<file path="config.mk">
export PLATFORM = sky130hd
export DESIGN_NAME = rotate_sequencer
export DESIGN_NICKNAME = d
export VERILOG_FILES = /design/src/rtl/rotate_seq_pkg.sv /design/src/rtl/point_bank.sv /design/src/rtl/rotate_sequencer.sv
export SDC_FILE = /design/constraint.sdc
export NUM_CORES = 1
export LEC_CHECK = 0
export ABC_AREA = 1
export BUFFER_PORTS_ARGS = -buffer_cell sky130_fd_sc_hd__buf_2
export CORE_ASPECT_RATIO = 1.1
export CORE_UTILIZATION = 54
export DETAILED_ROUTE_END_ITERATION = 10
export MAX_ROUTING_LAYER = met4
export PLACE_DENSITY = 0.8
export SYNTH_ARGS = -nofsm -noshare
export SYNTH_HDL_FRONTEND = slang
export SYNTH_SLANG_ARGS = --single-unit
</file>
<file path="constraint.sdc">
create_clock -name i_clk -period 1.6 [get_ports i_clk]
set_clock_uncertainty 0.05 [all_clocks]
set_input_delay 0.08 -clock i_clk [delete_from_list [all_inputs] [get_ports i_clk]]
set_output_delay 0.08 -clock i_clk [all_outputs]
set_load 0.1 [all_outputs]
</file>
<file path="src/rtl/rotate_seq_pkg.sv">
// rotate_seq_pkg: shared widths, rotator latency and sequencer state encoding
package rotate_seq_pkg;
    localparam int VEC_WIDTH   = 7;
    localparam int ANG_WIDTH   = 9;
    localparam int ITERATIONS  = 12;
    localparam int ROT_LATENCY = ITERATIONS + 1;
    typedef enum logic [1:0] {S_IDLE, S_ISSUE, S_WAIT, S_FINISH} seq_state_t;
endpackage

</file>
<file path="src/rtl/point_bank.sv">
// point_bank: NUM_POINTS x (x,y) register file, one sync write port, one comb read port, async clear
module point_bank
    import rotate_seq_pkg::*;
#(
    parameter int VEC_WIDTH  = rotate_seq_pkg::VEC_WIDTH,
    parameter int NUM_POINTS = 8,
    parameter int IDX_WIDTH  = $clog2(NUM_POINTS)
) (
    input  logic                 i_clk,
    input  logic                 i_rst_n,
    input  logic                 i_wr_en,
    input  logic [IDX_WIDTH-1:0] i_wr_idx,
    input  logic [VEC_WIDTH-1:0] i_wr_x,
    input  logic [VEC_WIDTH-1:0] i_wr_y,
    input  logic [IDX_WIDTH-1:0] i_rd_idx,
    output logic [VEC_WIDTH-1:0] o_rd_x,
    output logic [VEC_WIDTH-1:0] o_rd_y
);
    logic [2*VEC_WIDTH-1:0] r_mem [NUM_POINTS];

    always_ff @(posedge i_clk or negedge i_rst_n) begin
        if (!i_rst_n)
            r_mem <= '{default: '0};
        else if (i_wr_en)
            r_mem[i_wr_idx] <= {i_wr_x, i_wr_y};
    end

    assign {o_rd_x, o_rd_y} = r_mem[i_rd_idx];
endmodule

</file>
<file path="src/rtl/rotate_sequencer.sv">
// rotate_sequencer: rotates a bank of stored vertices by one angle, one rotator transaction per point
module rotate_sequencer
    import rotate_seq_pkg::*;
#(
    parameter int VEC_WIDTH  = rotate_seq_pkg::VEC_WIDTH,
    parameter int ANG_WIDTH  = rotate_seq_pkg::ANG_WIDTH,
    parameter int NUM_POINTS = 8,
    parameter int IDX_WIDTH  = $clog2(NUM_POINTS),
    parameter int TIMEOUT    = 32
) (
    input  logic                 i_clk,
    input  logic                 i_rst_n,
    input  logic                 i_wr_en,
    input  logic [IDX_WIDTH-1:0] i_wr_idx,
    input  logic [VEC_WIDTH-1:0] i_wr_x,
    input  logic [VEC_WIDTH-1:0] i_wr_y,
    input  logic [IDX_WIDTH:0]   i_count,
    input  logic [ANG_WIDTH-1:0] i_angle,
    input  logic                 i_go,
    output logic                 o_busy,
    output logic                 o_done,
    output logic                 o_error,
    input  logic [IDX_WIDTH-1:0] i_rd_idx,
    output logic [VEC_WIDTH-1:0] o_rd_x,
    output logic [VEC_WIDTH-1:0] o_rd_y,
    output logic                 o_rot_start,
    output logic [VEC_WIDTH-1:0] o_rot_x,
    output logic [VEC_WIDTH-1:0] o_rot_y,
    output logic [ANG_WIDTH-1:0] o_rot_angle,
    input  logic [VEC_WIDTH-1:0] i_rot_x,
    input  logic [VEC_WIDTH-1:0] i_rot_y,
    input  logic                 i_rot_done
);
    localparam int TW = $clog2(TIMEOUT);
    localparam logic [IDX_WIDTH:0] MAX_CNT  = (IDX_WIDTH+1)'(NUM_POINTS);
    localparam logic [TW-1:0]      TMO_LAST = TW'(TIMEOUT - 2);

    seq_state_t           r_state, w_nxt_state;
    logic [IDX_WIDTH-1:0] r_idx, w_nxt_idx;
    logic [IDX_WIDTH:0]   r_cnt, w_nxt_cnt, w_clamp;
    logic [ANG_WIDTH-1:0] r_ang, w_nxt_ang;
    logic [TW-1:0]        r_tmo, w_nxt_tmo;
    logic                 r_err, w_nxt_err, w_res_we, w_act;
    logic [VEC_WIDTH-1:0] w_vx, w_vy;

    assign w_clamp = (i_count > MAX_CNT) ? MAX_CNT : i_count;

    always_comb begin
        w_nxt_state = r_state;
        w_nxt_idx   = r_idx;
        w_nxt_cnt   = r_cnt;
        w_nxt_ang   = r_ang;
        w_nxt_tmo   = r_tmo;
        w_nxt_err   = r_err;
        w_res_we    = 1'b0;
        case (r_state)
            S_IDLE: if (i_go) begin
                w_nxt_ang   = i_angle;
                w_nxt_cnt   = w_clamp;
                w_nxt_idx   = '0;
                w_nxt_err   = 1'b0;
                w_nxt_state = (w_clamp == '0) ? S_FINISH : S_ISSUE;
            end
            S_ISSUE: begin
                w_nxt_tmo   = '0;
                w_nxt_state = S_WAIT;
            end
            S_WAIT: if (i_rot_done) begin
                w_res_we = 1'b1;
                if ({1'b0, r_idx} == r_cnt - (IDX_WIDTH+1)'(1))
                    w_nxt_state = S_FINISH;
                else begin
                    w_nxt_idx   = r_idx + 1'b1;
                    w_nxt_state = S_ISSUE;
                end
            end else if (r_tmo == TMO_LAST) begin
                // the rotator never answered: abort the batch without a done pulse
                w_nxt_err   = 1'b1;
                w_nxt_state = S_IDLE;
            end else
                w_nxt_tmo = r_tmo + 1'b1;
            default: w_nxt_state = S_IDLE;
        endcase
    end

    always_ff @(posedge i_clk or negedge i_rst_n) begin
        if (!i_rst_n) begin
            r_state <= S_IDLE;
            r_idx   <= '0;
            r_cnt   <= '0;
            r_ang   <= '0;
            r_tmo   <= '0;
            r_err   <= 1'b0;
        end else begin
            r_state <= w_nxt_state;
            r_idx   <= w_nxt_idx;
            r_cnt   <= w_nxt_cnt;
            r_ang   <= w_nxt_ang;
            r_tmo   <= w_nxt_tmo;
            r_err   <= w_nxt_err;
        end
    end

    point_bank #(.VEC_WIDTH(VEC_WIDTH), .NUM_POINTS(NUM_POINTS), .IDX_WIDTH(IDX_WIDTH)) u_vert (
        .i_clk(i_clk), .i_rst_n(i_rst_n), .i_wr_en(i_wr_en && !o_busy), .i_wr_idx(i_wr_idx),
        .i_wr_x(i_wr_x), .i_wr_y(i_wr_y), .i_rd_idx(r_idx), .o_rd_x(w_vx), .o_rd_y(w_vy)
    );

    point_bank #(.VEC_WIDTH(VEC_WIDTH), .NUM_POINTS(NUM_POINTS), .IDX_WIDTH(IDX_WIDTH)) u_res (
        .i_clk(i_clk), .i_rst_n(i_rst_n), .i_wr_en(w_res_we), .i_wr_idx(r_idx),
        .i_wr_x(i_rot_x), .i_wr_y(i_rot_y), .i_rd_idx(i_rd_idx), .o_rd_x(o_rd_x), .o_rd_y(o_rd_y)
    );

    // operands stay stable through the done cycle since the vertex bank is write-locked while busy
    assign w_act       = (r_state == S_ISSUE) || (r_state == S_WAIT);
    assign o_busy      = r_state != S_IDLE;
    assign o_done      = r_state == S_FINISH;
    assign o_error     = r_err;
    assign o_rot_start = r_state == S_ISSUE;
    assign o_rot_x     = w_act ? w_vx : '0;
    assign o_rot_y     = w_act ? w_vy : '0;
    assign o_rot_angle = w_act ? r_ang : '0;
endmodule

</file>
==> report_table.html, run 1 <==
<table>
<tr><th>Metric</th><th>Value</th></tr>
<tr><th colspan="2">Synth</th></tr>
<tr><td>Cell taking the most area after synthesis</td><td>sky130_fd_sc_hd__dfrtp_1</td></tr>
<tr><td>Leading cell types by total area after synthesis</td><td>sky130_fd_sc_hd__dfrtp_1 54%, sky130_fd_sc_hd__nand2_1 12%, sky130_fd_sc_hd__o21ai_0 11%</td></tr>
<tr><td>Post-synth EDFFs</td><td>0</td></tr>
<tr><td>Synthesized-area fraction occupied by and/or/nand/nor cells</td><td>between 10% and 20%</td></tr>
<tr><td>Leading post-synthesis cells by instance count</td><td>357 x sky130_fd_sc_hd__nand2_1, 257 x sky130_fd_sc_hd__o21ai_0, 248 x sky130_fd_sc_hd__dfrtp_1</td></tr>
<tr><td>Syn. warnings</td><td>0</td></tr>
<tr><td>Fraction of the mapped netlist area in compound gates</td><td>18.42%</td></tr>
<tr><td>Count of different cell masters after synthesis</td><td>39</td></tr>
<tr><td>Xor/xnor share of the synthesized area</td><td>less than 1%</td></tr>
<tr><td>Net count of the mapped netlist</td><td>1407</td></tr>
<tr><td>Ys flop type</td><td>sky130_fd_sc_hd__dfrtp_1</td></tr>
<tr><td>Area share of the largest cell type after synthesis</td><td>54.33%</td></tr>
<tr><td>Flop and latch count out of synthesis</td><td>248</td></tr>
<tr><td>Multiplexer fraction of the synthesized cell area</td><td>0%</td></tr>
<tr><td>Post-Synth Adder-Cell Area</td><td>0.8762%</td></tr>
<tr><td>Netlist area before placement</td><td>about 11000 µm²</td></tr>
<tr><td>Dominant combinational cell family by area after synthesis</td><td>simple AND/OR/NAND/NOR gates</td></tr>
<tr><td>Synthesized area per cell</td><td>8.481 µm²</td></tr>
<tr><td>Most common cell in the synthesized netlist</td><td>sky130_fd_sc_hd__nand2_1</td></tr>
<tr><td>Synth Instances</td><td>1347</td></tr>
<tr><td>Proportion of synthesized flip-flops having asynchronous set or reset</td><td>100.0%</td></tr>
<tr><td>Sequential share of the synthesized area</td><td>a little over half</td></tr>
<tr><th colspan="2">Floorplan</th></tr>
<tr><td>Chip Height</td><td>154.5 µm</td></tr>
<tr><td>Die width</td><td>between 100 and 150 µm</td></tr>
<tr><td>Num ports</td><td>93</td></tr>
<tr><td>Effective utilization at floorplan</td><td>55.33%</td></tr>
<tr><td>Floorplan row count</td><td>55</td></tr>
<tr><th colspan="2">Place</th></tr>
<tr><td>Number of port buffers</td><td>between 90 and 100</td></tr>
<tr><td>Dpl hpwl</td><td>20320 µm</td></tr>
<tr><td>Final RePlAce weighted congestion</td><td>0.9030</td></tr>
<tr><th colspan="2">CTS</th></tr>
<tr><td>H-tree levels</td><td>1</td></tr>
<tr><td>Number of clock buffers inserted by TritonCTS</td><td>26</td></tr>
<tr><td>Root buffer selected by CTS</td><td>sky130_fd_sc_hd__clkbuf_16</td></tr>
<tr><td>Maximum buffer depth of the clock tree</td><td>3</td></tr>
<tr><td>Total number of clock tree sinks</td><td>248</td></tr>
<tr><th colspan="2">Global routing</th></tr>
<tr><td>Total global routing overflow</td><td>243</td></tr>
<tr><td>Maximum number of pins on one net before global-route repair</td><td>62</td></tr>
<tr><td>GR Util All Layers</td><td>80.08%</td></tr>
<tr><th colspan="2">Outcome</th></tr>
<tr><td>Error msg</td><td>[ERROR GRT-0232] Routing congestion too high. Check the congestion heatmap in the GUI.</td></tr>
<tr><td>Status</td><td>stopped before the end</td></tr>
<tr><td>Stopped at</td><td>global routing</td></tr>
<tr><th colspan="2">STA</th></tr>
<tr><td>GR repair worst EP</td><td>o_rot_y[6]</td></tr>
<tr><td>Worst ep type</td><td>top-level output</td></tr>
</table>
[metal layers]
layer  track usage, %  GRT overflow
met1            77.37             5
met2            95.55           121
met3            61.70             9
met4            83.75           108
met5                -             -
[cell families after synthesis]
logic type,after synthesis
AO/OA/AOI/OAI,383
AND/OR/NAND/NOR,511
flip-flops,248
adder cells (fa/ha/maj),8
XOR/XNOR,3
buffers and inverters,194
[stage by stage]
stage,utilization (%),TNS [ps],cells,cell area (µm²),worst slack [ps]
floorplan,-,-1627,1347,11860,-220.1
global placement,67.32,-4782,1717,13900,-167.2
detailed placement,67.32,-8383,1717,13900,-196.3
CTS,80.98,-58710,1867,16720,-588.5
[repair_timing]
action,CTS
hold endpoints to repair,488
buffers inserted,47
resized for setup,289
pin swaps,45
hold buffers,44
cloned,15
setup endpoints to repair,230
==> run 2: changes to the inputs <==
- CORE_ASPECT_RATIO: 1.1 -> unset
- CORE_UTILIZATION: 54 -> 40
- MAX_ROUTING_LAYER: met4 -> unset
- PLACE_DENSITY: 0.8 -> unset
- PLACE_DENSITY_LB_ADDON: unset -> 0.15
- clock period: 1.6 -> 2.1 ns (I/O delays scaled with it)
==> run 2 against run 1 <==
The flow now finishes, with violations (setup timing). Area after synthesis unchanged. Synthesized cell count unchanged.
==> report_table.html, run 2 <==
<table>
<tr><th>Metric</th><th>Value</th></tr>
<tr><th colspan="2">Outcome</th></tr>
<tr><td>Status</td><td>finished with violations</td></tr>
<tr><td>Failing checks</td><td>setup timing</td></tr>
<tr><th colspan="2">STA</th></tr>
<tr><td>Final Hold Violating Endpoints</td><td>0</td></tr>
<tr><td>FMAX</td><td>0.4433 GHz</td></tr>
<tr><td>Final setup TNS</td><td>-1689 ps</td></tr>
<tr><td>Slew of the pin with the lowest slew margin</td><td>approximately 570 ps</td></tr>
<tr><td>Min cycle time layout</td><td>2256 ps</td></tr>
<tr><td>Slack of the critical path</td><td>-155.7 ps</td></tr>
<tr><td>Final worst-path cycle share</td><td>107.4%</td></tr>
<tr><td>Unrepaired setup endpoints after global routing</td><td>yes</td></tr>
<tr><td>Worst rel slew slack</td><td>61.83%</td></tr>
<tr><td>Number of max-slew violations in the final report</td><td>0</td></tr>
<tr><td>Final-report setup violation count</td><td>14</td></tr>
<tr><th colspan="2">Floorplan</th></tr>
<tr><td>Num ports</td><td>93</td></tr>
<tr><td>Die width</td><td>171.0 µm</td></tr>
<tr><td>Core area</td><td>27930 µm²</td></tr>
<tr><td>Effective utilization at floorplan</td><td>roughly 40%</td></tr>
<tr><td>Floorplan row count</td><td>61</td></tr>
<tr><td>Chip Height</td><td>171.0 µm</td></tr>
<tr><td>Die area</td><td>29240 µm²</td></tr>
<tr><th colspan="2">Power and ir drop</th></tr>
<tr><td>NetSw</td><td>between 0.008 and 0.009 W</td></tr>
<tr><td>Cell Int Power</td><td>0.01303 W</td></tr>
<tr><td>Leakage power</td><td>7.214 nW</td></tr>
<tr><td>Clock network fraction of design power</td><td>between 20% and 30%</td></tr>
<tr><td>Peak VDD IR</td><td>between 0.001 and 0.0015 V</td></tr>
<tr><td>Fraction of power spent switching nets</td><td>40.69%</td></tr>
<tr><td>Part of the total power dissipated in combinational logic</td><td>43.7%</td></tr>
<tr><td>Total power per unit cell area</td><td>between 1000 and 1500 nW/µm²</td></tr>
<tr><td>Sequential Power Share</td><td>34.0%</td></tr>
<tr><th colspan="2">Finish</th></tr>
<tr><td>Largest registers</td><td>u_res.r_mem: 112 flops, u_vert.r_mem: 112 flops, r_ang: 9 flops</td></tr>
<tr><td>Utilization after layout</td><td>54.90%</td></tr>
<tr><td>Antenna cell count</td><td>0</td></tr>
<tr><td>Count of nets after finishing</td><td>~1.6k</td></tr>
<tr><td>Area used by sequential logic in the layout</td><td>around 6200 µm²</td></tr>
<tr><td>Leading cell type in the layout, fill and taps excluded</td><td>sky130_fd_sc_hd__nand2_1</td></tr>
<tr><td>Layout-stage area growth over the synthesis result</td><td>34.25%</td></tr>
<tr><td>Proportion of layout cells with a drive suffix above 1</td><td>21.60%</td></tr>
<tr><td>Filler cells</td><td>2584</td></tr>
<tr><td>Commonest cells after routing, fill and taps aside</td><td>336 x sky130_fd_sc_hd__nand2_1, 252 x sky130_fd_sc_hd__o21ai_0, 244 x sky130_fd_sc_hd__dfrtp_1, 102 x sky130_fd_sc_hd__inv_1, 82 x sky130_fd_sc_hd__nor2_1</td></tr>
<tr><td>Area of the multi-input gates</td><td>4742 µm²</td></tr>
<tr><th colspan="2">Synth</th></tr>
<tr><td>Leading cell types by total area after synthesis</td><td>sky130_fd_sc_hd__dfrtp_1 54%, sky130_fd_sc_hd__nand2_1 12%, sky130_fd_sc_hd__o21ai_0 11%</td></tr>
<tr><td>Leading post-synthesis cells by instance count</td><td>357 x sky130_fd_sc_hd__nand2_1, 257 x sky130_fd_sc_hd__o21ai_0, 248 x sky130_fd_sc_hd__dfrtp_1</td></tr>
<tr><td>Area share of the largest cell type after synthesis</td><td>a little over half</td></tr>
<tr><td>Proportion of synthesized flip-flops having asynchronous set or reset</td><td>between 90% and 100%</td></tr>
<tr><td>Synth Instances</td><td>between 1k and 1.5k</td></tr>
<tr><td>Post-synth EDFFs</td><td>0</td></tr>
<tr><td>Count of different cell masters after synthesis</td><td>39</td></tr>
<tr><td>Most common cell in the synthesized netlist</td><td>sky130_fd_sc_hd__nand2_1</td></tr>
<tr><td>Netlist area before placement</td><td>11420 µm²</td></tr>
<tr><td>Synthesized area per cell</td><td>8.481 µm²</td></tr>
<tr><td>Ys flop type</td><td>sky130_fd_sc_hd__dfrtp_1</td></tr>
<tr><td>Flop and latch count out of synthesis</td><td>248</td></tr>
<tr><td>Syn. warnings</td><td>0</td></tr>
<tr><td>Net count of the mapped netlist</td><td>1407</td></tr>
<tr><td>Sequential share of the synthesized area</td><td>54.33%</td></tr>
<tr><td>Cell taking the most area after synthesis</td><td>sky130_fd_sc_hd__dfrtp_1</td></tr>
<tr><th colspan="2">Worst setup path</th></tr>
<tr><td>Number of buffer and inverter instances along the worst setup path</td><td>3</td></tr>
<tr><td>Required time at the worst-slack endpoint</td><td>1950 ps</td></tr>
<tr><td>Cell type group with the largest total delay on the critical path</td><td>flip-flops</td></tr>
<tr><td>CP max-delay cell</td><td>sky130_fd_sc_hd__dfrtp_2</td></tr>
<tr><td>Type of the worst setup path</td><td>flip-flop to output port</td></tr>
<tr><td>Sort of element at the end of the critical path</td><td>output port</td></tr>
<tr><td>Maximum fanout along the worst path</td><td>7</td></tr>
<tr><td>Critical-path cell list</td><td>nor2_4, nand2_4, inv_8, buf_12, a211oi_4, a21oi_4, buf_12</td></tr>
<tr><td>Kind of start point of the critical path</td><td>flip-flop</td></tr>
<tr><td>Cell repeated most along the worst path</td><td>sky130_fd_sc_hd__buf_12</td></tr>
<tr><td>Worst Path Arrival</td><td>2100 ps</td></tr>
<tr><td>Crit-path max cell delay</td><td>490 ps</td></tr>
<tr><th colspan="2">CTS</th></tr>
<tr><td>TritonCTS clock tree</td><td>yes</td></tr>
<tr><td>Maximum buffer depth of the clock tree</td><td>3</td></tr>
<tr><td>Number of clock buffers inserted by TritonCTS</td><td>28</td></tr>
<tr><td>Root buffer selected by CTS</td><td>sky130_fd_sc_hd__clkbuf_16</td></tr>
<tr><td>Clock transition at the registers of the reported paths</td><td>60 ps</td></tr>
<tr><td>Clock network latency to the later pin of the worst-skew pair</td><td>530 ps</td></tr>
<tr><td>H-tree levels</td><td>1</td></tr>
<tr><td>Total number of clock tree sinks</td><td>roughly 250</td></tr>
<tr><th colspan="2">Global routing</th></tr>
<tr><td>Number of global-route vias before repair</td><td>9497</td></tr>
<tr><td>GR Util All Layers</td><td>22.95%</td></tr>
<tr><td>Antenna violations before repair</td><td>0</td></tr>
<tr><td>Total global routing overflow</td><td>0</td></tr>
<tr><td>First-pass GRT wire length</td><td>approximately 52000 µm</td></tr>
<tr><td>Maximum number of pins on one net before global-route repair</td><td>70</td></tr>
<tr><th colspan="2">Place</th></tr>
<tr><td>Number of port buffers</td><td>92</td></tr>
<tr><td>Dpl hpwl</td><td>around 21000 µm</td></tr>
<tr><td>Final RePlAce weighted congestion</td><td>0.8050</td></tr>
<tr><th colspan="2">Routing</th></tr>
<tr><td>Vias</td><td>approximately 9.9k</td></tr>
<tr><td>TritonRoute pass-1 iters</td><td>5</td></tr>
<tr><td>Number of DRC markers in iteration 0</td><td>between 900 and 1k</td></tr>
<tr><td>Number of nets with antenna violations after routing</td><td>0</td></tr>
<tr><td>Via/cell ratio</td><td>5.123</td></tr>
<tr><td>Wire length reported by the detailed router</td><td>roughly 33000 µm</td></tr>
<tr><td>Remaining design rule violation count</td><td>0</td></tr>
<tr><td>WL/cell</td><td>17.06 µm</td></tr>
<tr><th colspan="2">Flow run</th></tr>
<tr><td>Number of max-capacitance violations reported</td><td>0</td></tr>
<tr><th colspan="2">Hold path</th></tr>
<tr><td>Path category of the worst min-delay check</td><td>input pin to flip-flop</td></tr>
</table>
-- run 2: cell counts after synthesis --
Identical to the previous run, type by type.
-- run 2: repair_timing --
| action | CTS | global route |
|---|---|---|
| setup endpoints to repair | 23 | 27 |
| gates resized for setup | 75 | 33 |
| pin swaps | 27 | 9 |
| gates cloned | 0 | 2 |
| hold buffers | 45 | 0 |
| setup buffers | 24 | 9 |
| endpoints found under the hold margin | 486 | 0 |
-- run 2: worst paths after layout --
check,startpoint,end,slack (ps),cells past startpoint
max in group asynchronous,i_rst_n,u_res.r_mem[87],1160,3
setup / recovery,r_idx[1],o_rot_x[1],-160,7
min in group asynchronous,i_rst_n,r_ang[6],60,2
hold reg to reg,u_res.r_mem[47],u_res.r_mem[47],430,2
hold / removal,i_wr_idx[1],u_vert.r_mem[48],30,4
setup reg to reg,r_state[0],r_idx[0],180,7
-- run 2: metrics by stage --
stage	power (W)	hold slack, ps	cell area, µm²	std cells	setup slack (ps)
after global routing	0.02317	59.45	15340	1924	-236.9
final	0.02196	32.40	15340	1924	-155.7
after CTS	0.02146	7.634	15110	1913	-149.4
after global placement	0.01567	33.85	13250	1794	235.0
after floorplan	0.01287	-240.6	11540	1347	-140.1
after detailed placement	0.01580	31.74	13250	1794	200.5
-- run 2: power groups by stage --
stage / sequential, W / clock [W] / combinational [W]
6_report: 0.00748 / 0.00489 / 0.00959
5_1_grt: 0.00766 / 0.00519 / 0.0103
4_1_cts: 0.00743 / 0.00499 / 0.00904
3_5_place_dp: 0.00743 / 0 / 0.00836
3_3_place_gp: 0.00742 / 0 / 0.00826
2_1_floorplan: 0.00725 / 0 / 0.00562
-- run 2: layout make-up --
type,count,share of cell area [%]
inverters,122,3.272
well taps,378,3.084
repair buffers,220,16.11
multi-input cells,905,30.92
clock inverters,8,0.4569
flip-flops and latches,248,40.50
clock buffers,43,5.662
-- run 2: metal layers --
metal	wire length [µm]	GRT usage (%)
met1	15800	33.42
met2	14900	36.57
met3	1622	2.637
met4	498	5.124
met5	0	0
-- run 2: kinds of logic after synthesis --
family | synth area share, %
simple gates | 18.77
xor+xnor | 0.2301
flops | 54.33
compound gates | 18.42
buf+inv | 7.371
fa+ha+maj | 0.8763
-- run 2: tightest hold or removal path, stage by stage --
cell and delay (ps):
sky130_fd_sc_hd__buf_2 110, sky130_fd_sc_hd__nor2_1 80, sky130_fd_sc_hd__nand2_2 170, sky130_fd_sc_hd__o21ai_0 100
Power figures use the tool's default switching activity.
==> run 3: changes to the inputs <==
- TNS_END_PERCENT: unset -> 5
==> run 3 against run 2 <==
The flow still finishes with violations (setup timing). First-iteration DRC count down 17%. Global-route usage about the same. Utilization down 0.77 points. Sequential share of layout area up 0.57 points. Final cell count up 0.52%. Combinational power down 6.4%. Non-clock buffer count up 5. Clock power up 7.8%. Routed wire length down 0.59%. Setup slack worse by 40 ps. Sequential cell count unchanged. Via count down 0.64%. Largest cell class unchanged.
==> report_table.html, run 3 (synthesis gave the netlist of run 2 again) <==
<table>
<tr><th>Metric</th><th>Value</th></tr>
<tr><th colspan="2">Finish</th></tr>
<tr><td>Commonest cells after routing, fill and taps aside</td><td>349 x sky130_fd_sc_hd__nand2_1, 252 x sky130_fd_sc_hd__o21ai_0, 245 x sky130_fd_sc_hd__dfrtp_1, 109 x sky130_fd_sc_hd__inv_1, 82 x sky130_fd_sc_hd__nor2_1</td></tr>
<tr><td>Count of nets after finishing</td><td>1593</td></tr>
<tr><td>Antenna cell count</td><td>0</td></tr>
<tr><td>Largest registers</td><td>u_res.r_mem: 112 flops, u_vert.r_mem: 112 flops, r_ang: 9 flops</td></tr>
<tr><td>Layout-stage area growth over the synthesis result</td><td>32.37%</td></tr>
<tr><td>Post-route cell area</td><td>approximately 15000 µm²</td></tr>
<tr><td>Proportion of layout cells with a drive suffix above 1</td><td>between 10% and 20%</td></tr>
<tr><td>Leading cell type in the layout, fill and taps excluded</td><td>sky130_fd_sc_hd__nand2_1</td></tr>
<tr><th colspan="2">Floorplan</th></tr>
<tr><td>Die width</td><td>171.0 µm</td></tr>
<tr><td>Chip Height</td><td>171.0 µm</td></tr>
<tr><td>Floorplan row count</td><td>61</td></tr>
<tr><td>Num ports</td><td>93</td></tr>
<tr><td>Core area</td><td>27930 µm²</td></tr>
<tr><td>Effective utilization at floorplan</td><td>40.89%</td></tr>
<tr><td>Die area</td><td>29240 µm²</td></tr>
<tr><th colspan="2">Power and ir drop</th></tr>
<tr><td>Fraction of power spent switching nets</td><td>around 40%</td></tr>
<tr><td>Sequential Power Share</td><td>34.3%</td></tr>
<tr><td>Part of the total power dissipated in combinational logic</td><td>41.4%</td></tr>
<tr><td>Clock network fraction of design power</td><td>24.3%</td></tr>
<tr><td>Peak VDD IR</td><td>0.001472 V</td></tr>
<tr><td>NetSw</td><td>0.008705 W</td></tr>
<tr><td>Cell Int Power</td><td>0.01299 W</td></tr>
<tr><td>Leakage power</td><td>7.138 nW</td></tr>
<tr><td>Total power per unit cell area</td><td>1435 nW/µm²</td></tr>
<tr><th colspan="2">Worst setup path</th></tr>
<tr><td>Kind of start point of the critical path</td><td>flip-flop</td></tr>
<tr><td>Maximum fanout along the worst path</td><td>4</td></tr>
<tr><td>Sort of element at the end of the critical path</td><td>output port</td></tr>
<tr><td>Worst Path Arrival</td><td>between 2000 and 2500 ps</td></tr>
<tr><td>Type of the worst setup path</td><td>flip-flop to output port</td></tr>
<tr><td>R2r setup slk</td><td>140 ps</td></tr>
<tr><td>Cell repeated most along the worst path</td><td>sky130_fd_sc_hd__buf_4</td></tr>
<tr><td>Required time at the worst-slack endpoint</td><td>1950 ps</td></tr>
<tr><td>Worst setup path startpoint</td><td>r_idx[0]</td></tr>
<tr><td>CP max-delay cell</td><td>sky130_fd_sc_hd__dfrtp_2</td></tr>
<tr><td>Start of the worst register-to-register path</td><td>r_state[0]</td></tr>
<tr><td>Critical-path cell list</td><td>buf_6, buf_4, buf_4, nand4_1, o2111ai_1, o21a_1, buf_12</td></tr>
<tr><td>Crit-path max cell delay</td><td>approximately 480 ps</td></tr>
<tr><th colspan="2">Routing</th></tr>
<tr><td>WL/cell</td><td>16.87 µm</td></tr>
<tr><td>Detailed route wirelength on metal2</td><td>14810 µm</td></tr>
<tr><td>Number of nets with antenna violations after routing</td><td>0</td></tr>
<tr><td>Wire length reported by the detailed router</td><td>32620 µm</td></tr>
<tr><td>Via/cell ratio</td><td>a little over 5</td></tr>
<tr><td>Met3 wire length</td><td>~1600 µm</td></tr>
<tr><td>Remaining design rule violation count</td><td>0</td></tr>
<tr><td>Number of DRC markers in iteration 0</td><td>roughly 750</td></tr>
<tr><td>TritonRoute pass-1 iters</td><td>6</td></tr>
<tr><td>Vias</td><td>9794</td></tr>
<tr><td>Top layer reached by signal wires</td><td>met4</td></tr>
<tr><td>WL met1</td><td>roughly 15000 µm</td></tr>
<tr><th colspan="2">Place</th></tr>
<tr><td>Dpl hpwl</td><td>a little over 20000 µm</td></tr>
<tr><td>Number of port buffers</td><td>92</td></tr>
<tr><td>Post-place instance area</td><td>13090 µm²</td></tr>
<tr><td>Final RePlAce weighted congestion</td><td>0.8318</td></tr>
<tr><th colspan="2">CTS</th></tr>
<tr><td>Total number of clock tree sinks</td><td>roughly 250</td></tr>
<tr><td>Maximum buffer depth of the clock tree</td><td>3</td></tr>
<tr><td>Clock network latency to the later pin of the worst-skew pair</td><td>about 550 ps</td></tr>
<tr><td>Clock transition at the registers of the reported paths</td><td>around 60 ps</td></tr>
<tr><td>Number of clock buffers inserted by TritonCTS</td><td>30</td></tr>
<tr><td>H-tree levels</td><td>1</td></tr>
<tr><td>TritonCTS clock tree</td><td>yes</td></tr>
<tr><td>Root buffer selected by CTS</td><td>sky130_fd_sc_hd__clkbuf_16</td></tr>
<tr><th colspan="2">STA</th></tr>
<tr><td>Unrepaired setup endpoints after global routing</td><td>yes</td></tr>
<tr><td>FMAX</td><td>about 0.44 GHz</td></tr>
<tr><td>Smallest hold slack</td><td>26.27 ps</td></tr>
<tr><td>Worst rel slew slack</td><td>62.76%</td></tr>
<tr><td>Slew of the pin with the lowest slew margin</td><td>557.8 ps</td></tr>
<tr><td>Final-report setup violation count</td><td>14</td></tr>
<tr><td>Final Hold Violating Endpoints</td><td>0</td></tr>
<tr><td>Min cycle time layout</td><td>2296 ps</td></tr>
<tr><td>Number of max-slew violations in the final report</td><td>0</td></tr>
<tr><td>Slack of the critical path</td><td>-195.8 ps</td></tr>
<tr><td>Final worst-path cycle share</td><td>109.3%</td></tr>
<tr><th colspan="2">Global routing</th></tr>
<tr><td>First-pass GRT wire length</td><td>52460 µm</td></tr>
<tr><td>Maximum number of pins on one net before global-route repair</td><td>55</td></tr>
<tr><td>GR Util All Layers</td><td>a little under a quarter</td></tr>
<tr><td>Antenna violations before repair</td><td>0</td></tr>
<tr><td>Total global routing overflow</td><td>0</td></tr>
<tr><td>Number of global-route vias before repair</td><td>between 9k and 10k</td></tr>
<tr><th colspan="2">Hold path</th></tr>
<tr><td>Path category of the worst min-delay check</td><td>input pin to asynchronous set/reset pin</td></tr>
<tr><th colspan="2">Outcome</th></tr>
<tr><td>Failing checks</td><td>setup timing</td></tr>
<tr><td>Status</td><td>finished with violations</td></tr>
<tr><th colspan="2">Flow run</th></tr>
<tr><td>Number of max-capacitance violations reported</td><td>0</td></tr>
</table>
## run 3: cell types whose count changed in the layout (fill, tap and decap cells not counted), moves of 6 or more
cell	before	now
sky130_fd_sc_hd__inv_1	102	109
sky130_fd_sc_hd__o2111ai_1	5	11
sky130_fd_sc_hd__nand2_2	26	19
sky130_fd_sc_hd__buf_4	46	66
sky130_fd_sc_hd__a31oi_1	0	9
sky130_fd_sc_hd__nand2_4	9	3
sky130_fd_sc_hd__a31oi_2	14	4
sky130_fd_sc_hd__o2111ai_2	11	5
sky130_fd_sc_hd__inv_2	10	3
sky130_fd_sc_hd__nand2_1	336	349
sky130_fd_sc_hd__buf_12	61	46
## run 3: power groups by stage
stage	registers, W	logic [W]	clock network (W)
6_report	0.00744	0.00898	0.00527
3_3_place_gp	0.00742	0.00825	0
3_5_place_dp	0.00743	0.00835	0
2_1_floorplan	0.00725	0.00555	0
4_1_cts	0.00739	0.00895	0.00539
5_1_grt	0.00763	0.00972	0.00558
## run 3: final timing paths
kind | to | cells after the start
max | o_rot_x[4] | 7
min | r_ang[7] | 2
max reg2reg | u_res.r_mem[85] | 8
min reg2reg | u_res.r_mem[54] | 2
max in group asynchronous | u_vert.r_mem[79] | 3
min in group i_clk | u_vert.r_mem[103] | 5
## run 3: stage by stage
stage / setup TNS (ps) / setup slack (ps) / instances / power [W] / utilization (%)
2_1_floorplan: -5199 / -379.8 / 1347 / 0.01279 / -
3_3_place_gp: 0 / 199.8 / 1802 / 0.01567 / 46.86
3_5_place_dp: 0 / 187.1 / 1802 / 0.01578 / 46.86
4_1_cts: -1544 / -129.6 / 1930 / 0.02173 / 53.70
5_1_grt: -2521 / -220.1 / 1934 / 0.02293 / 54.13
6_report: -1673 / -195.8 / 1934 / 0.02170 / 54.13
## run 3: repair_timing
action	4_1_cts	5_1_grt
buffers inserted	24	4
resized for setup	55	29
pin swaps	16	11
endpoints found under the setup margin	15	21
endpoints found under the hold margin	489	0
cloned	1	0
hold buffers	48	0
## run 3: layout make-up
class	count	area, µm²
Fill cell	2636	12810
Inverter	122	504.2
Multi-Input combinational cell	905	4602
Sequential cell	248	6210
Timing Repair Buffer	225	2298
Timing Repair inverter	1	7.507
Clock buffer	50	947.2
Tap cell	378	473.0
Clock inverter	5	78.83
## run 3: routing by layer
layer | track usage (%) | vias to the layer above
met3 | 3.331 | 55
met1 | 32.26 | 4674
met5 | 0 | -
li1 | - | 4828
met4 | 6.405 | 0
met2 | 36.85 | 237
## run 3: critical path: cells and delay by family, from the launching register on
| family | cells | cell delay (ps) |
|---|---|---|
| AO/OA/AOI/OAI | 2 | 400 |
| AND/OR/NAND/NOR | 1 | 90 |
| buffers and inverters | 4 | 610 |
| flip-flops | 1 | 480 |
==> run 4: changes to the inputs <==
- PLACE_DENSITY_LB_ADDON: 0.15 -> unset
==> run 4 against run 3 <==
The run still ends with setup timing left. Sequential cell count unchanged. First-iteration DRC count increased by 25%. Clock power shrank 16%. Utilization shrank 0.68 points. Combinational power barely moved. Setup slack worse by 24 ps.
==> report_table.html, run 4 (synthesis gave the netlist of run 2 again) <==
<table>
<tr><th>Metric</th><th>Value</th></tr>
<tr><th colspan="2">Finish</th></tr>
<tr><td>Layout-stage area growth over the synthesis result</td><td>30.70%</td></tr>
<tr><td>Antenna cell count</td><td>0</td></tr>
<tr><td>Commonest cells after routing, fill and taps aside</td><td>351 x sky130_fd_sc_hd__nand2_1, 254 x sky130_fd_sc_hd__o21ai_0, 245 x sky130_fd_sc_hd__dfrtp_1, 111 x sky130_fd_sc_hd__inv_1, 81 x sky130_fd_sc_hd__nor2_1</td></tr>
<tr><td>Utilization after layout</td><td>53.45%</td></tr>
<tr><td>Layout Cells excl Fill</td><td>1923</td></tr>
<tr><td>Leading cell type in the layout, fill and taps excluded</td><td>sky130_fd_sc_hd__nand2_1</td></tr>
<tr><td>Count of nets after finishing</td><td>between 1.5k and 2k</td></tr>
<tr><td>Proportion of layout cells with a drive suffix above 1</td><td>18.38%</td></tr>
<tr><td>Largest registers</td><td>u_res.r_mem: 112 flops, u_vert.r_mem: 112 flops, r_ang: 9 flops</td></tr>
<tr><td>Filler cells</td><td>around 2.7k</td></tr>
<tr><td>Area of the multi-input gates</td><td>between 4000 and 5000 µm²</td></tr>
<tr><td>Area used by sequential logic in the layout</td><td>6210 µm²</td></tr>
<tr><th colspan="2">Routing</th></tr>
<tr><td>Number of DRC markers in iteration 0</td><td>938</td></tr>
<tr><td>Vias</td><td>9911</td></tr>
<tr><td>Wire length reported by the detailed router</td><td>32450 µm</td></tr>
<tr><td>TritonRoute pass-1 iters</td><td>5</td></tr>
<tr><td>Number of nets with antenna violations after routing</td><td>0</td></tr>
<tr><td>WL/cell</td><td>16.88 µm</td></tr>
<tr><td>Via/cell ratio</td><td>roughly 5</td></tr>
<tr><td>Remaining design rule violation count</td><td>0</td></tr>
<tr><th colspan="2">CTS</th></tr>
<tr><td>Clock transition at the registers of the reported paths</td><td>60 ps</td></tr>
<tr><td>Root buffer selected by CTS</td><td>sky130_fd_sc_hd__clkbuf_16</td></tr>
<tr><td>Clock network latency to the later pin of the worst-skew pair</td><td>530 ps</td></tr>
<tr><td>Total number of clock tree sinks</td><td>248</td></tr>
<tr><td>H-tree levels</td><td>1</td></tr>
<tr><td>Maximum buffer depth of the clock tree</td><td>3</td></tr>
<tr><td>TritonCTS clock tree</td><td>yes</td></tr>
<tr><td>Number of clock buffers inserted by TritonCTS</td><td>27</td></tr>
<tr><th colspan="2">Floorplan</th></tr>
<tr><td>Die area</td><td>roughly 30000 µm²</td></tr>
<tr><td>Chip Height</td><td>171.0 µm</td></tr>
<tr><td>Effective utilization at floorplan</td><td>40.89%</td></tr>
<tr><td>Num ports</td><td>93</td></tr>
<tr><td>Die width</td><td>171.0 µm</td></tr>
<tr><td>Floorplan row count</td><td>61</td></tr>
<tr><td>Core area</td><td>27930 µm²</td></tr>
<tr><th colspan="2">Power and ir drop</th></tr>
<tr><td>Sequential Power Share</td><td>between 30% and 40%</td></tr>
<tr><td>Fraction of power spent switching nets</td><td>41.05%</td></tr>
<tr><td>NetSw</td><td>~0.0085 W</td></tr>
<tr><td>Part of the total power dissipated in combinational logic</td><td>a little over two fifths</td></tr>
<tr><td>Leakage power</td><td>about 7.1 nW</td></tr>
<tr><td>Total power per unit cell area</td><td>~1400 nW/µm²</td></tr>
<tr><td>Post-layout total power</td><td>between 0.02 and 0.025 W</td></tr>
<tr><td>Cell Int Power</td><td>0.01227 W</td></tr>
<tr><td>Peak VDD IR</td><td>0.001533 V</td></tr>
<tr><td>Clock network fraction of design power</td><td>21.2%</td></tr>
<tr><th colspan="2">STA</th></tr>
<tr><td>Final worst-path cycle share</td><td>110.5%</td></tr>
<tr><td>Slack of the critical path</td><td>-220.3 ps</td></tr>
<tr><td>Final Hold Violating Endpoints</td><td>0</td></tr>
<tr><td>Unrepaired setup endpoints after global routing</td><td>yes</td></tr>
<tr><td>Min cycle time layout</td><td>~2300 ps</td></tr>
<tr><td>Smallest hold slack</td><td>93.88 ps</td></tr>
<tr><td>Final-report setup violation count</td><td>14</td></tr>
<tr><td>Final setup TNS</td><td>-2514 ps</td></tr>
<tr><td>Slew of the pin with the lowest slew margin</td><td>624.4 ps</td></tr>
<tr><td>Number of max-slew violations in the final report</td><td>0</td></tr>
<tr><td>Worst rel slew slack</td><td>58.37%</td></tr>
<tr><td>FMAX</td><td>0.4310 GHz</td></tr>
<tr><th colspan="2">Global routing</th></tr>
<tr><td>Antenna violations before repair</td><td>0</td></tr>
<tr><td>Maximum number of pins on one net before global-route repair</td><td>69</td></tr>
<tr><td>Number of global-route vias before repair</td><td>9748</td></tr>
<tr><td>GR Util All Layers</td><td>23.06%</td></tr>
<tr><td>First-pass GRT wire length</td><td>52850 µm</td></tr>
<tr><td>Total global routing overflow</td><td>0</td></tr>
<tr><th colspan="2">Place</th></tr>
<tr><td>Placed Cells</td><td>1804</td></tr>
<tr><td>Number of port buffers</td><td>92</td></tr>
<tr><td>Final RePlAce weighted congestion</td><td>about 0.83</td></tr>
<tr><td>Dpl hpwl</td><td>20370 µm</td></tr>
<tr><th colspan="2">Hold path</th></tr>
<tr><td>Path category of the worst min-delay check</td><td>input pin to asynchronous set/reset pin</td></tr>
<tr><th colspan="2">Worst setup path</th></tr>
<tr><td>Type of the worst setup path</td><td>flip-flop to output port</td></tr>
<tr><td>Kind of start point of the critical path</td><td>flip-flop</td></tr>
<tr><td>Sort of element at the end of the critical path</td><td>output port</td></tr>
<tr><td>Maximum fanout along the worst path</td><td>8</td></tr>
<tr><td>Worst Path Arrival</td><td>2170 ps</td></tr>
<tr><td>Required time at the worst-slack endpoint</td><td>1950 ps</td></tr>
<tr><th colspan="2">Flow run</th></tr>
<tr><td>Number of max-capacitance violations reported</td><td>0</td></tr>
<tr><th colspan="2">Outcome</th></tr>
<tr><td>Failing checks</td><td>setup timing</td></tr>
<tr><td>Status</td><td>finished with violations</td></tr>
</table>
run 4: cell types whose count changed in the layout (fill, tap and decap cells not counted), moves of 3 or more:
| cell | change |
|---|---|
| sky130_fd_sc_hd__clkbuf_8 | -3 |
| sky130_fd_sc_hd__buf_12 | +4 |
| sky130_fd_sc_hd__clkbuf_16 | -4 |
| sky130_fd_sc_hd__buf_4 | -5 |
run 4: per-stage QoR:
stage	setup WS, ps	cell area [µm²]
5_1_grt	-274.5	14930
2_1_floorplan	-379.8	11450
3_5_place_dp	159.7	13140
3_3_place_gp	206.2	13140
6_report	-220.3	14930
4_1_cts	-163.0	14860
run 4: power groups by stage:
| stage | Sequential, W | Clock, W | Combinational (W) |
|---|---|---|---|
| after floorplan | 0.00725 | 0 | 0.00555 |
| after global placement | 0.00741 | 0 | 0.00823 |
| after detailed placement | 0.00744 | 0 | 0.00834 |
| after CTS | 0.00742 | 0.00453 | 0.00888 |
| after global routing | 0.00765 | 0.00471 | 0.00968 |
| final | 0.00744 | 0.00441 | 0.00895 |
run 4: worst max-delay path, cell delays in order (launching register included):
cell and delay, ps:
sky130_fd_sc_hd__dfrtp_2 470, sky130_fd_sc_hd__buf_6 160, sky130_fd_sc_hd__inv_8 80, sky130_fd_sc_hd__nand3_2 100, sky130_fd_sc_hd__inv_6 130, sky130_fd_sc_hd__a22o_1 150, sky130_fd_sc_hd__nor2_1 50, sky130_fd_sc_hd__a21oi_2 270
sky130_fd_sc_hd__buf_12 220
run 4: what timing repair did:
| item | CTS | global route |
|---|---|---|
| gates cloned | 4 | 0 |
| setup endpoints to repair | 14 | 52 |
| setup buffers | 25 | 1 |
| hold buffers | 47 | 0 |
| pin swaps | 10 | 7 |
| hold endpoints to repair | 449 | 0 |
| gates resized for setup | 47 | 16 |
run 4: metal layers:
layer	up-vias	part of all wire, %	track usage (%)
li1	4816	-	-
met1	4751	47	32.58
met2	286	46	37.66
met3	58	4.9	2.776
met4	0	2.2	5.551
met5	-	0	0
run 4: worst paths after layout:
path	startpoint	to	slack, ps	cells after the start
setup / recovery	r_idx[1]	o_rot_x[1]	-220	8
min in group i_clk	i_wr_idx[0]	u_vert.r_mem[72]	100	5
hold / removal	i_rst_n	u_res.r_mem[8]	90	2
setup reg to reg	r_idx[1]	u_res.r_mem[22]	150	8
hold reg to reg	u_res.r_mem[96]	u_res.r_mem[96]	430	2
max in group asynchronous	i_rst_n	u_vert.r_mem[54]	1120	3
run 4: cell type report:
type,count,area share [%]
clock buffers,41,5.347
clock inverters,1,0.05866
repair inverters,3,0.1592
repair buffers,225,15.93
flip-flops and latches,248,41.59
multi-input cells,905,30.41
well taps,378,3.168
inverters,122,3.335
